## config.mk

```make
export PLATFORM = sky130hd
export DESIGN_NAME = fetch_unit
export DESIGN_NICKNAME = d
export VERILOG_FILES = /design/src/rtl/cpu_pkg.sv /design/src/rtl/if_id_reg.sv /design/src/rtl/fetch_unit.sv
export SDC_FILE = /design/constraint.sdc
export NUM_CORES = 1
export LEC_CHECK = 0
export CORE_UTILIZATION = 30
export DETAILED_ROUTE_END_ITERATION = 10
export SLEW_MARGIN = 10
export SYNTH_ARGS = -nofsm -noshare
export SYNTH_HDL_FRONTEND = slang
export SYNTH_HIERARCHICAL = 1
export SYNTH_SLANG_ARGS = --single-unit
```

## constraint.sdc

```tcl
create_clock -name clk -period 2.2 [get_ports clk]
set_input_delay 0.22 -clock clk [delete_from_list [all_inputs] [get_ports clk]]
set_output_delay 0.22 -clock clk [all_outputs]
set_load 0.02 [all_outputs]
```

## src/rtl/cpu_pkg.sv

```systemverilog
// Shared CPU definitions: opcodes, reset/bubble constants, fetch FSM encoding
// and the IF/ID payload layout.
package cpu_pkg;

  localparam int unsigned XLEN  = 32;
  localparam int unsigned OPC_W = 5;
  localparam int unsigned REG_W = 3;

  localparam logic [OPC_W-1:0] OPC_ADDI = 5'b00011;
  localparam logic [OPC_W-1:0] OPC_BEQ  = 5'b10000;
  localparam logic [OPC_W-1:0] OPC_JAL  = 5'b10010;
  localparam logic [OPC_W-1:0] OPC_LW   = 5'b01101;
  localparam logic [OPC_W-1:0] OPC_SW   = 5'b01110;

  // ADDI R0,R0,0 is the pipeline bubble.
  localparam logic [XLEN-1:0] NOP_INSTR = 32'h1800_0000;
  localparam logic [XLEN-1:0] RESET_PC  = 32'h0000_0000;
  localparam logic [REG_W-1:0] LINK_REG = 3'd7;

  typedef enum logic {
    ST_RUN    = 1'b0,
    ST_HALTED = 1'b1
  } fetch_state_t;

  typedef struct packed {
    logic [XLEN-1:0] instr;
    logic [XLEN-1:0] pc;
    logic [XLEN-1:0] pc_plus4;
    logic            valid;
  } if_id_t;

  // Instruction addresses are always word aligned.
  function automatic logic [XLEN-1:0] align_word(input logic [XLEN-1:0] addr);
    return {addr[XLEN-1:2], 2'b00};
  endfunction

endpackage

```

## src/rtl/if_id_reg.sv

```systemverilog
// IF/ID pipeline register.
//   clk, reset : clock and synchronous active-high reset
//   load       : capture next (a real fetch)
//   flush      : replace instruction with a bubble, keep pc fields
//   next       : payload captured on load
//   q          : registered payload to decode
// Priority: reset > flush > load > hold.
module if_id_reg
  import cpu_pkg::*;
#(
  parameter logic [31:0] BUBBLE = cpu_pkg::NOP_INSTR
) (
  input  logic   clk,
  input  logic   reset,
  input  logic   load,
  input  logic   flush,
  input  if_id_t next,
  output if_id_t q
);

  always_ff @(posedge clk) begin
    if (reset) begin
      q.instr    <= BUBBLE;
      q.pc       <= '0;
      q.pc_plus4 <= '0;
      q.valid    <= 1'b0;
    end else if (flush) begin
      q.instr <= BUBBLE;
      q.valid <= 1'b0;
    end else if (load) begin
      q <= next;
    end
  end

endmodule

```

## src/rtl/fetch_unit.sv

```systemverilog
// Instruction-fetch stage: PC register, next-PC select, RUN/HALTED FSM and
// retired-fetch counter; the fetched word is held in the IF/ID register.
//   clk, reset        : clock, synchronous active-high reset
//   imem_addr         : byte address to instruction memory (= pc)
//   imem_instr        : word returned by instruction memory
//   stall             : hold pc and IF/ID
//   redirect_valid/pc : taken branch / jump target from execute
//   halt_req          : stop fetching until reset
//   if_id_*           : registered fetch result to decode
//   halted            : high in HALTED state
//   fetch_count       : number of valid instructions pushed into IF/ID
module fetch_unit #(
  parameter logic [31:0] RESET_PC  = cpu_pkg::RESET_PC,
  parameter logic [31:0] NOP_INSTR = cpu_pkg::NOP_INSTR,
  parameter int unsigned CNT_W     = 32
) (
  input  logic             clk,
  input  logic             reset,
  output logic [31:0]      imem_addr,
  input  logic [31:0]      imem_instr,
  input  logic             stall,
  input  logic             redirect_valid,
  input  logic [31:0]      redirect_pc,
  input  logic             halt_req,
  output logic [31:0]      if_id_instr,
  output logic [31:0]      if_id_pc,
  output logic [31:0]      if_id_pc_plus4,
  output logic             if_id_valid,
  output logic             halted,
  output logic [CNT_W-1:0] fetch_count
);

  import cpu_pkg::*;

  fetch_state_t state;
  logic [31:0]  pc;
  logic [31:0]  pc_plus4;
  logic         running;
  logic         do_fetch;
  logic         do_flush;
  if_id_t       if_id_next;
  if_id_t       if_id_q;

  assign imem_addr = pc;
  assign pc_plus4  = pc + 32'd4;

  // Per-edge priority in RUN: redirect > stall > halt_req > fetch.
  always_comb begin
    running  = (state == ST_RUN);
    do_fetch = 1'b0;
    do_flush = 1'b0;
    if (running) begin
      if (redirect_valid) begin
        do_flush = 1'b1;
      end else if (!stall) begin
        do_flush = halt_req;
        do_fetch = !halt_req;
      end
    end
  end

  always_comb begin
    if_id_next.instr    = imem_instr;
    if_id_next.pc       = pc;
    if_id_next.pc_plus4 = pc_plus4;
    if_id_next.valid    = 1'b1;
  end

  // PC, FSM, halted flag and counter.
  always_ff @(posedge clk) begin
    if (reset) begin
      state       <= ST_RUN;
      pc          <= RESET_PC;
      halted      <= 1'b0;
      fetch_count <= '0;
    end else if (state == ST_RUN) begin
      if (redirect_valid) begin
        pc <= align_word(redirect_pc);
      end else if (stall) begin
        pc <= pc;
      end else if (halt_req) begin
        state  <= ST_HALTED;
        halted <= 1'b1;
      end else begin
        pc          <= pc_plus4;
        fetch_count <= fetch_count + CNT_W'(1);
      end
    end
  end

  if_id_reg #(
    .BUBBLE (NOP_INSTR)
  ) u_if_id_reg (
    .clk   (clk),
    .reset (reset),
    .load  (do_fetch),
    .flush (do_flush),
    .next  (if_id_next),
    .q     (if_id_q)
  );

  assign if_id_instr    = if_id_q.instr;
  assign if_id_pc       = if_id_q.pc;
  assign if_id_pc_plus4 = if_id_q.pc_plus4;
  assign if_id_valid    = if_id_q.valid;

endmodule

```

==> flow_summary.ini <==
[clock_network]
cts_sinks = 161
cts_buffers = 17
h-tree-depth = 4
hold_buffers = 0
cts_max_path_buffers = 2
post_cts_buffers = 0
cts_tree = done
root_buffer = clkbuf_16
clock_latency_ps = 430
clk_pin_slew_ps = 60

[min_path]
hold_class = in -> reg
hold_path_depth = 4
hp-start = redirect_valid
min_to = halted

[critical_path]
r2r_start = imem_addr[6]
crit_required_ps = 2560
crit_path_start_kind = register
rr_worst_depth = 7
arrival_ps = 2420
ff2ff_setup_slack_ps = 140
r2r_end = u_if_id_reg/q[32]
path_max_fanout = 4
setup.worst_path.class = reg -> reg
endpoint_kind = register

[synth]
ys_seq_area_frac = 0.399
syn_area_sq_um = 8090
ys_types = 63
ys_ff_latch = 161
synth_ff_type = dfxtp_1
synthArstFlopShare = 0
yosysWarnings = 6
avgSynthCellArea_sq_um = 9.04
netlist_instances = 894
synth_edf_count = 0

[layout]
layoutNonFillerInstCount = 1486
drive_gt1_frac = 0.128
finalNetCount = 1210
syn_to_final_growth_pct = 43.5
fin_util = 0.441
post-route-cell-area_sq_um = 11600
fillCellCount = 2600
antenna_cells = 0

[sta]
worst_slew_pin_slew_ps = 521
tns_ps = 0
slew_headroom = 0.652
slew_viol_final = 0
fin_worst_skew_ps = 11.3
setup_slack_ps = 141
whs_ps = 238
hold_violations = 0
setup_viol = 0
clock.fmax_ghz = 0.486
fin_crit_ps = 2060
final.period_utilization = 0.936
rsz0062_at_grt = false

[detailed_routing]
via_per_inst = 4.96
vias = 7373
wire_per_inst_um = 16.9
drc = 17
firstDrtPassIters = 8
drtAntennaViolNets = 0
drt_iter0_drc = 545
finalWirelength_um = 25100

[floorplanning]
start_util = 0.308
die_height_um = 166
die_w_um = 166
die-area_sq_um = 27600
ioPinCount = 231
coreArea_sq_um = 26300
fp-row-count = 59

[placed_design]
place_area_sq_um = 11000
numPortBuffers = 226
post-place-ws_ps = -42.1
hpwlAfterDp_um = 17700
place_congestion = 0.878
placed_cells_incl_taps = 1455

[global_routing]
track_usage = 0.179
grt_max_degree = 90
grt_pass1_wl_um = 39100
grt_antenna_before_repair = 0
grt_overflow = 0
grt_pass1_vias = 7038

[power]
vdd_ir_drop_max_v = 0.000362
p_total_mw = 7.10
powerDensity_nw_per_um2 = 612
leakagePower_nw = 4.10

[flow_run]
maxCapViolCount = 0

[run_status]
violations = DRC
status = finished with violations
## critical path: stages, from the launching register on
cell,delay (ps)
dfxtp_1,460
nand4_1,240
nor4_4,370
and4bb_2,370
and3_4,220
xnor2_1,120
nand4bb_1,120
o21ai_1,90
## layout make-up
cell class	instances	area, sq um	share of cell area
clock buffer	19	443	0.0382
sequential	161	3220	0.278
multi-input combinational	654	4450	0.384
tap	335	419	0.0361
inverter	8	32.5	0.00280
timing repair buffer	297	2880	0.248
clock inverter	12	158	0.0136
## repair_timing
action / 4_1_cts / 5_1_grt
pin swaps: 0 / 2
gates resized for setup: 1 / 3
endpoints found under the setup margin: 2 / 5
## cells by family (layout without fill, tap and decap cells)
group                      after synthesis  after routing  synth area share
AOI/OAI and AO/OA                      156            156             0.124
DFF                                    161            161             0.399
muxes                                   39             39            0.0483
adders and majority gates                2              2           0.00309
xor gates and xnor gates                55             55            0.0596
other                                    2              7          0.000929
buffers and inverters                   84            336            0.0580
and+or+nand+nor                        395            395             0.307
## layout by cell type, fill, tap and decap left out, drive strengths merged, types with 26 or more instances in the layout
cell             n
nor2            95
clkdlybuf4s50  224
nand2           54
dfxtp          161
o21ai           80
nand2b          69
buf             73
a21oi           29
nand4bb         64
nand4           26
mux2i           39
xnor2           34
## report_power, final
group          internal [mW]  switching (mW)
Clock                   1.82            1.28
Combinational          0.481           0.483
Sequential              2.97          0.0681
## how the worst max path moves through the flow
stage / endpoint / cells past startpoint / startpoint / slack (ps)
2_1_floorplan: imem_addr[22] / 6 / imem_addr[2] / 0.6
3_3_place_gp: u_if_id_reg/q[92] / 7 / halt_req / -30
3_5_place_dp: u_if_id_reg/q[92] / 7 / halt_req / -40
4_1_cts: u_if_id_reg/q[29] / 8 / imem_addr[2] / 40
5_1_grt: u_if_id_reg/q[27] / 8 / imem_addr[6] / 30
6_report: u_if_id_reg/q[32] / 7 / imem_addr[6] / 140
## per-layer routing
layer  global-route usage  up-vias  part of all wire  wire (um)
met5                    0        -                 0          0
met3               0.0400       19             0.060       1510
li1                     -     3656                 -          -
met2                0.298      207              0.48      11900
met1                0.229     3491              0.45      11400
met4               0.0536        0             0.012        314
## synth_stat cells (20+ instances only)
cell type / count / area (sq um)
dfxtp_1: 161 / 3220
nor2_1: 95 / 357
nand2b_1: 68 / 425
nand4bb_1: 64 / 721
nand2_1: 53 / 199
clkbuf_1: 44 / 165
o21ai_1: 43 / 215
mux2i_1: 39 / 390
xnor2_1: 34 / 298
a21oi_1: 29 / 145
nand3_1: 25 / 125
nand4_1: 25 / 156
xor2_1: 21 / 184
o21ai_2: 20 / 175
## state kept, by name, indices dropped and copies added (netlist names)
signal,flops
fetch_count,32
halted,1
u_if_id_reg/q,97
imem_addr,30
state,1
Note: power is estimated with default switching activity, not from simulation.
